## src/rtl/tlb_ctrl.sv

```systemverilog
// -----------------------------------------------------------------------------
// tlb_ctrl
//   Lookup / refill / flush controller sitting in front of a set-associative
//   TLB storage array. It issues combinational reads to the storage, compares
//   the requested VPN against every way of the indexed set, ages the per-entry
//   LRU counters after every successful access, fetches missing translations
//   from the page-table walker and refills a victim way. A flush walks every
//   entry and clears it.
//
// Ports
//   clk, rst                 clock, asynchronous active-high reset
//   req_*                    translation request (valid/ready, vpn, access type)
//   resp_*                   translation response (valid/ready, hit, ppn, fault)
//   ptw_*                    page-table walker request / single-cycle response
//   flush, flush_done        full TLB invalidate and its completion pulse
//   rd_*                     storage read port (set index out, per-way data in)
//   wr_*                     storage entry write port
//   lru_*                    storage LRU counter update port
// -----------------------------------------------------------------------------
module tlb_ctrl #(
    parameter int NUM_SETS       = 16,
    parameter int NUM_WAYS       = 4,
    parameter int SET_INDEX_BITS = 4,
    parameter int LRU_BITS       = 4
) (
    input  logic                           clk,
    input  logic                           rst,

    input  logic                           req_valid,
    output logic                           req_ready,
    input  logic [19:0]                    req_vpn,
    input  logic                           req_is_write,

    output logic                           resp_valid,
    input  logic                           resp_ready,
    output logic                           resp_hit,
    output logic [19:0]                    resp_ppn,
    output logic                           resp_fault,

    output logic                           ptw_req_valid,
    output logic [19:0]                    ptw_vpn,
    input  logic                           ptw_resp_valid,
    input  logic [19:0]                    ptw_ppn,
    input  logic [1:0]                     ptw_perms,
    input  logic                           ptw_fault,

    input  logic                           flush,
    output logic                           flush_done,

    output logic [SET_INDEX_BITS-1:0]      rd_set_index,
    input  logic [NUM_WAYS-1:0]            rd_valid,
    input  logic [NUM_WAYS*20-1:0]         rd_vpn,
    input  logic [NUM_WAYS*20-1:0]         rd_ppn,
    input  logic [NUM_WAYS*2-1:0]          rd_perms,
    input  logic [NUM_WAYS*LRU_BITS-1:0]   rd_lru_count,

    output logic                           wr_en,
    output logic [SET_INDEX_BITS-1:0]      wr_set_index,
    output logic [1:0]                     wr_way,
    output logic                           wr_valid,
    output logic [19:0]                    wr_vpn,
    output logic [19:0]                    wr_ppn,
    output logic [1:0]                     wr_perms,
    output logic [LRU_BITS-1:0]            wr_lru_count,

    output logic                           lru_update_en,
    output logic [SET_INDEX_BITS-1:0]      lru_set_index,
    output logic [1:0]                     lru_way,
    output logic [LRU_BITS-1:0]            lru_value
);

    typedef enum logic [2:0] {
        ST_IDLE   = 3'd0,
        ST_LOOKUP = 3'd1,
        ST_PTW    = 3'd2,
        ST_REFILL = 3'd3,
        ST_AGE    = 3'd4,
        ST_RESP   = 3'd5,
        ST_FLUSH  = 3'd6
    } state_t;

    localparam logic [1:0]                LAST_WAY = 2'(NUM_WAYS - 1);
    localparam logic [SET_INDEX_BITS-1:0] LAST_SET = SET_INDEX_BITS'(NUM_SETS - 1);
    localparam logic [SET_INDEX_BITS-1:0] SET_ZERO = {SET_INDEX_BITS{1'b0}};
    localparam logic [LRU_BITS-1:0]       LRU_ZERO = {LRU_BITS{1'b0}};
    localparam logic [LRU_BITS-1:0]       LRU_MAX  = {LRU_BITS{1'b1}};
    localparam logic [LRU_BITS-1:0]       LRU_ONE  = LRU_BITS'(1);

    state_t                    state_r;
    state_t                    state_next_s;

    logic [19:0]               vpn_r;
    logic                      is_write_r;
    logic [1:0]                way_r;
    logic [19:0]               ppn_r;
    logic [1:0]                perms_r;
    logic                      hit_r;
    logic [1:0]                age_idx_r;
    logic [SET_INDEX_BITS-1:0] flush_set_r;
    logic [1:0]                flush_way_r;

    logic                      resp_valid_r;
    logic                      resp_hit_r;
    logic [19:0]               resp_ppn_r;
    logic                      resp_fault_r;
    logic                      flush_done_r;

    logic [19:0]               way_vpn_s   [NUM_WAYS];
    logic [19:0]               way_ppn_s   [NUM_WAYS];
    logic [1:0]                way_perms_s [NUM_WAYS];
    logic [LRU_BITS-1:0]       way_lru_s   [NUM_WAYS];

    logic [NUM_WAYS-1:0]       hit_vec_s;
    logic                      lookup_hit_s;
    logic [1:0]                lookup_way_s;
    logic                      any_invalid_s;
    logic [1:0]                invalid_way_s;
    logic [1:0]                max_way_s;
    logic [LRU_BITS-1:0]       max_lru_s;
    logic                      take_s;
    logic [1:0]                victim_way_s;
    logic [LRU_BITS-1:0]       cur_lru_s;
    logic [LRU_BITS-1:0]       aged_value_s;
    logic [SET_INDEX_BITS-1:0] set_idx_s;
    logic                      age_last_s;
    logic                      flush_last_s;

    assign set_idx_s    = vpn_r[SET_INDEX_BITS-1:0];
    assign age_last_s   = (age_idx_r == LAST_WAY);
    assign flush_last_s = (flush_way_r == LAST_WAY) && (flush_set_r == LAST_SET);

    assign resp_valid = resp_valid_r;
    assign resp_hit   = resp_hit_r;
    assign resp_ppn   = resp_ppn_r;
    assign resp_fault = resp_fault_r;
    assign flush_done = flush_done_r;

    // Unpack the flat per-way storage read buses into per-way views.
    always_comb begin
        for (int w = 0; w < NUM_WAYS; w++) begin
            way_vpn_s[w]   = rd_vpn[w*20 +: 20];
            way_ppn_s[w]   = rd_ppn[w*20 +: 20];
            way_perms_s[w] = rd_perms[w*2 +: 2];
            way_lru_s[w]   = rd_lru_count[w*LRU_BITS +: LRU_BITS];
        end
    end

    // Tag compare and victim selection; descending scans make the lowest way win.
    always_comb begin
        lookup_way_s  = 2'b00;
        invalid_way_s = 2'b00;
        for (int w = 0; w < NUM_WAYS; w++) begin
            hit_vec_s[w] = rd_valid[w] && (way_vpn_s[w] == vpn_r);
        end
        for (int w = NUM_WAYS - 1; w >= 0; w--) begin
            lookup_way_s  = hit_vec_s[w] ? 2'(w) : lookup_way_s;
            invalid_way_s = !rd_valid[w] ? 2'(w) : invalid_way_s;
        end
        lookup_hit_s  = |hit_vec_s;
        any_invalid_s = !(&rd_valid);

        // Strict greater-than keeps the lowest index among equal ages.
        max_way_s = 2'b00;
        max_lru_s = way_lru_s[0];
        take_s    = 1'b0;
        for (int w = 1; w < NUM_WAYS; w++) begin
            take_s    = (way_lru_s[w] > max_lru_s);
            max_way_s = take_s ? 2'(w) : max_way_s;
            max_lru_s = take_s ? way_lru_s[w] : max_lru_s;
        end
        victim_way_s = any_invalid_s ? invalid_way_s : max_way_s;
    end

    // Saturating age value for the way currently being updated.
    always_comb begin
        cur_lru_s = way_lru_s[age_idx_r];
        if (age_idx_r == way_r) begin
            aged_value_s = LRU_ZERO;
        end else if (cur_lru_s == LRU_MAX) begin
            aged_value_s = LRU_MAX;
        end else begin
            aged_value_s = cur_lru_s + LRU_ONE;
        end
    end

    // State register.
    always_ff @(posedge clk or posedge rst) begin
        if (rst) begin
            state_r <= ST_IDLE;
        end else begin
            state_r <= state_next_s;
        end
    end

    // Next-state logic and state-decoded storage / walker strobes.
    always_comb begin
        state_next_s  = state_r;
        req_ready     = 1'b0;
        ptw_req_valid = 1'b0;
        ptw_vpn       = 20'h0;
        rd_set_index  = (state_r == ST_IDLE) ? SET_ZERO : set_idx_s;
        wr_en         = 1'b0;
        wr_set_index  = SET_ZERO;
        wr_way        = 2'b00;
        wr_valid      = 1'b0;
        wr_vpn        = 20'h0;
        wr_ppn        = 20'h0;
        wr_perms      = 2'b00;
        wr_lru_count  = LRU_ZERO;
        lru_update_en = 1'b0;
        lru_set_index = SET_ZERO;
        lru_way       = 2'b00;
        lru_value     = LRU_ZERO;

        case (state_r)
            ST_IDLE: begin
                // A flush in the same cycle as a request wins and stalls it.
                req_ready = !rst && !flush;
                if (flush) begin
                    state_next_s = ST_FLUSH;
                end else if (req_valid) begin
                    state_next_s = ST_LOOKUP;
                end else begin
                    state_next_s = ST_IDLE;
                end
            end
            ST_LOOKUP: begin
                state_next_s = lookup_hit_s ? ST_AGE : ST_PTW;
            end
            ST_PTW: begin
                ptw_req_valid = 1'b1;
                ptw_vpn       = vpn_r;
                if (ptw_resp_valid) begin
                    state_next_s = ptw_fault ? ST_RESP : ST_REFILL;
                end else begin
                    state_next_s = ST_PTW;
                end
            end
            ST_REFILL: begin
                wr_en        = 1'b1;
                wr_set_index = set_idx_s;
                wr_way       = victim_way_s;
                wr_valid     = 1'b1;
                wr_vpn       = vpn_r;
                wr_ppn       = ppn_r;
                wr_perms     = perms_r;
                wr_lru_count = LRU_ZERO;
                state_next_s = ST_AGE;
            end
            ST_AGE: begin
                lru_update_en = 1'b1;
                lru_set_index = set_idx_s;
                lru_way       = age_idx_r;
                lru_value     = aged_value_s;
                state_next_s  = age_last_s ? ST_RESP : ST_AGE;
            end
            ST_RESP: begin
                state_next_s = resp_ready ? ST_IDLE : ST_RESP;
            end
            ST_FLUSH: begin
                wr_en        = 1'b1;
                wr_set_index = flush_set_r;
                wr_way       = flush_way_r;
                state_next_s = flush_last_s ? ST_IDLE : ST_FLUSH;
            end
            default: begin
                state_next_s = ST_IDLE;
            end
        endcase
    end

    // Request latch, translation capture, counters and registered response.
    always_ff @(posedge clk or posedge rst) begin
        if (rst) begin
            vpn_r        <= 20'h0;
            is_write_r   <= 1'b0;
            way_r        <= 2'b00;
            ppn_r        <= 20'h0;
            perms_r      <= 2'b00;
            hit_r        <= 1'b0;
            age_idx_r    <= 2'b00;
            flush_set_r  <= SET_ZERO;
            flush_way_r  <= 2'b00;
            resp_valid_r <= 1'b0;
            resp_hit_r   <= 1'b0;
            resp_ppn_r   <= 20'h0;
            resp_fault_r <= 1'b0;
            flush_done_r <= 1'b0;
        end else begin
            flush_done_r <= 1'b0;
            case (state_r)
                ST_IDLE: begin
                    if (flush) begin
                        flush_set_r <= SET_ZERO;
                        flush_way_r <= 2'b00;
                    end else if (req_valid) begin
                        vpn_r      <= req_vpn;
                        is_write_r <= req_is_write;
                        age_idx_r  <= 2'b00;
                    end
                end
                ST_LOOKUP: begin
                    hit_r <= lookup_hit_s;
                    if (lookup_hit_s) begin
                        way_r   <= lookup_way_s;
                        ppn_r   <= way_ppn_s[lookup_way_s];
                        perms_r <= way_perms_s[lookup_way_s];
                    end
                end
                ST_PTW: begin
                    if (ptw_resp_valid) begin
                        ppn_r   <= ptw_ppn;
                        perms_r <= ptw_perms;
                        // A walk fault answers directly: no refill, no aging.
                        if (ptw_fault) begin
                            resp_valid_r <= 1'b1;
                            resp_hit_r   <= 1'b0;
                            resp_ppn_r   <= 20'h0;
                            resp_fault_r <= 1'b1;
                        end
                    end
                end
                ST_REFILL: begin
                    // The refilled way becomes the accessed way for aging.
                    way_r <= victim_way_s;
                end
                ST_AGE: begin
                    age_idx_r <= age_idx_r + 2'd1;
                    if (age_last_s) begin
                        age_idx_r    <= 2'b00;
                        resp_valid_r <= 1'b1;
                        resp_hit_r   <= hit_r;
                        resp_ppn_r   <= ppn_r;
                        resp_fault_r <= !perms_r[is_write_r];
                    end
                end
                ST_RESP: begin
                    if (resp_ready) begin
                        resp_valid_r <= 1'b0;
                        resp_hit_r   <= 1'b0;
                        resp_ppn_r   <= 20'h0;
                        resp_fault_r <= 1'b0;
                    end
                end
                ST_FLUSH: begin
                    if (flush_way_r == LAST_WAY) begin
                        flush_way_r <= 2'b00;
                        flush_set_r <= flush_set_r + SET_INDEX_BITS'(1);
                    end else begin
                        flush_way_r <= flush_way_r + 2'd1;
                    end
                    if (flush_last_s) begin
                        flush_done_r <= 1'b1;
                    end
                end
                default: begin
                    flush_done_r <= 1'b0;
                end
            endcase
        end
    end

endmodule
```

## config.mk

```make
export PLATFORM = sky130hd
export DESIGN_NAME = tlb_ctrl
export DESIGN_NICKNAME = d
export VERILOG_FILES = /design/src/rtl/tlb_ctrl.sv
export SDC_FILE = /design/constraint.sdc
export NUM_CORES = 1
export LEC_CHECK = 0
export CELL_PAD_IN_SITES_DETAIL_PLACEMENT = 1
export CELL_PAD_IN_SITES_GLOBAL_PLACEMENT = 1
export CORE_AREA = 2 2 151 153
export DETAILED_ROUTE_END_ITERATION = 6
export DIE_AREA = 0 0 153 155
export PLACE_DENSITY_LB_ADDON = 0.1
export SLEW_MARGIN = 20
export SYNTH_ARGS = -nofsm -noshare
export SYNTH_HDL_FRONTEND = slang
export SYNTH_SLANG_ARGS = --single-unit
```

## constraint.sdc

```tcl
create_clock -name clk -period 7.3 [get_ports clk]
set_clock_uncertainty 0.1 [all_clocks]
set_input_delay 0.73 -clock clk [delete_from_list [all_inputs] [get_ports clk]]
set_output_delay 0.73 -clock clk [all_outputs]
set_load 0.01 [all_outputs]
```

==> flow_summary.yaml <==
cts:
  ctsHoldBuffers: 0
  path_clk_slew_ps: 70
  cts-htree-levels: 3
  numCtsBuffers: 9
  clk_latency_ps: 350
  cts_resized: 0
  cts.sinks: 81
  cts_tree: "built"
  clock_path_buffers: 2
  cts_root_buf: "clkbuf_16"
  cts_setup_buffers: 0
routing:
  ant_nets: 0
  route.met3.wl_mm: 1.712
  wl_per_cell_um: 19.99
  num_vias: 6622
  viasPerCell: 4.931
  top_layer: "met5"
  drtPass1Iterations: 4
  drtIter0Drc: 262
  wl_met2_mm: 13.67
  post-route-drc-count: 0
  met1_length_mm: 10.88
  drt-total-wl_mm: 26.84
grt:
  grt_util_all_layers: 0.2258
  antenna_found_initial: 2
  grt_max_degree: 69
  grt_pass1_vias: 7124
  grt_overflow: 0
  grt_pass1_wl_mm: 41.54
setup_path:
  reg2reg_slack_ps: 3340
  slowest_stage: "clkdlybuf4s50_1"
  critPathMaxFanout: 9
  path_common_cell: "o21a_1"
  cp_cell_sequence: "clkdlybuf4s50_1 > inv_1 > ha_1 > nor2b_1 > o21a_1 > o21a_1 > o21ai_1 > mux2i_1 > ha_1 > nor2b_1 > o21a_1 > o21a_1 > o21ai_1 > o21ai_0 > ha_1 > nor2b_1 > o21a_1 > o21a_1 > o21ai_0 > nand2_1 > o21ai_0 > a21oi_1 > a21o_1 > clkdlybuf4s50_1"
  r2r_cells: 8
  r2r_start: "vpn_r[6]"
  regToRegEndpoint: "ppn_r[16]"
  worst-setup-path-type: "primary input to output port"
  required_ps: 6470
  cp.arrival_ps: 5880
  crit_path_max_incr_delay_ps: 490
  cp-start-kind: "primary input"
  crit_path_end_kind: "output port"
floorplan:
  die_y_um: 155
  coreArea_sq_um: 22230
  dieArea_sq_um: 23720
  num_rows: 55
  io_pins: 353
  start_util: 0.3041
  die_width_um: 153
worst_hold_path:
  hold_start: "resp_ppn[17]"
  holdCritPathClass: "register to register"
  worstHoldPathCells: 2
  hold_path_end: "resp_ppn[17]"
pwr:
  power-per-cell-area_nw_per_um2: 287.2
  p_leak_nw: 4.166
  peakVddDrop_mv: 0.1163
  power.total_mw: 3.046
placement:
  place_hpwl_mm: 21.25
  place_ws_ps: 561.9
  port_buffers: 348
  gp_congestion: 0.8630
synth:
  synth.cell_area_sq_um: 6759
  synthTopCellsByArea: "dfrtp_1, and2_1, xor2_1"
  synth_ff_type: "dfrtp_1"
  synth_top_area_frac: 0.2999
  yosysWarningCount: 0
  synth_seq_area_share: 0.2999
  synth_seq_cells: 81
  synth_edf_count: 0
  yosysUniqueCellTypes: 58
  synth_area_leader_cell: "dfrtp_1"
  synth_cells: 743
  syn_avg_cell_area_sq_um: 9.097
  async_flop_share: 1.000
sta:
  relSlewSlack: 0.3180
  hold_viol_final: 0
  holdWs_ps: 377.3
  period_share: 0.9193
  fmax_mhz: 149.0
  min_period_ps: 6711
  grt_setup_unrepaired: "no"
  setup_viol: 0
  tns_ps: 0
  tightestPinTransition_ps: 1023
  setup_ws_ps: 589.1
  slew_viol_final: 0
flow_run:
  max_cap_viol_count: 0
cells_and_area:
  multi_input_area_sq_um: 4325
  fillers: 2547
  area_growth_pct: 56.91
  nets: 1306
  drive_gt1_frac: 0.1107
  layout_commonest_cell: "clkdlybuf4s50_1"
  layout_common_cells: "clkdlybuf4s50_1, nand2_1, dfrtp_1"
  seqCellArea_sq_um: 2027
run_status:
  outcome: "completed"
==> critical path: cells and delay by family <==
family          cells  cell delay [ps]
fa+ha+maj           3              900
buf+inv             3             1020
simple gates        4              490
mux                 1              300
compound gates     13             2440
==> how the worst max path moves through the flow <==
stage / end / start / depth (start not counted)
2_1_floorplan: wr_way[0] / rd_lru_count[1] / 22
3_3_place_gp: wr_way[0] / rd_lru_count[1] / 24
3_5_place_dp: wr_way[0] / rd_lru_count[1] / 24
4_1_cts: wr_way[0] / rd_lru_count[1] / 24
5_1_grt: wr_way[0] / rd_lru_count[1] / 25
6_report: wr_way[0] / rd_lru_count[1] / 24
==> registers in the layout, summed over array words and instances (netlist names) <==
name	count
ppn_r	20
resp_ppn	20
flush_done	1
perms_r	2
flush_set_r	4
flush_way_r	2
is_write_r	1
resp_valid	1
vpn_r	20
hit_r	1
resp_fault	1
resp_hit	1
age_idx_r	2
way_r	2
state_r	3
==> logic make-up (layout without fill, tap and decap cells) <==
logic type      Yosys count  in the layout  synth area share
mux                      76             76            0.1390
simple gates            270            270            0.2094
flops                    81             81            0.2999
xor+xnor                 83             83            0.1198
fa+ha+maj                16             16           0.02962
other cells               1              5         0.0005548
compound gates          141            141            0.1355
buf+inv                  75            386           0.06627
==> synth_stat cells, types with 7 or more instances <==
| library cell | instances |
|---|---|
| a21oi_1 | 30 |
| a31oi_1 | 23 |
| and2_1 | 63 |
| and3_1 | 8 |
| buf_2 | 11 |
| buf_4 | 9 |
| buf_6 | 10 |
| clkbuf_1 | 28 |
| dfrtp_1 | 81 |
| ha_1 | 16 |
| inv_1 | 12 |
| mux2_2 | 27 |
| mux2_4 | 19 |
| mux2i_1 | 26 |
| nand2_1 | 86 |
| nand3_1 | 16 |
| nand4_1 | 17 |
| nor2_1 | 32 |
| nor2b_1 | 11 |
| nor4_1 | 13 |
| o21a_1 | 7 |
| o21ai_0 | 35 |
| o21ai_2 | 19 |
| xnor2_1 | 33 |
| xor2_1 | 42 |
==> layout make-up <==
type / instances / area share
clock inverter: 6 / 0.004719
multi-input combinational: 590 / 0.4079
sequential: 81 / 0.1911
tap: 285 / 0.03362
antenna: 1 / 0.0002360
clock buffer: 10 / 0.02253
inverter: 12 / 0.004365
timing repair buffer: 358 / 0.3355
==> layer usage <==
layer | global-route usage | up-vias
li1 | - | 3190
met1 | 0.2662 | 3197
met2 | 0.4055 | 204
met3 | 0.05794 | 29
met4 | 0.06614 | 2
met5 | 0 | -
==> power by group <==
part	switching [mW]	internal [mW]
clock	0.205	0.244
sequential	0.335	0.652
combinational	0.750	0.860
total	1.29	1.76
==> stage by stage <==
step                      area (sq um)  std cells    util
after global placement           10310       1326  0.4639
after floorplan                   6770        746       -
after CTS                        10600       1342  0.4769
after global routing             10610       1343  0.4771
final                            10610       1343  0.4771
after detailed placement         10310       1326  0.4639
No activity file was read; power rests on OpenSTA's default activity.
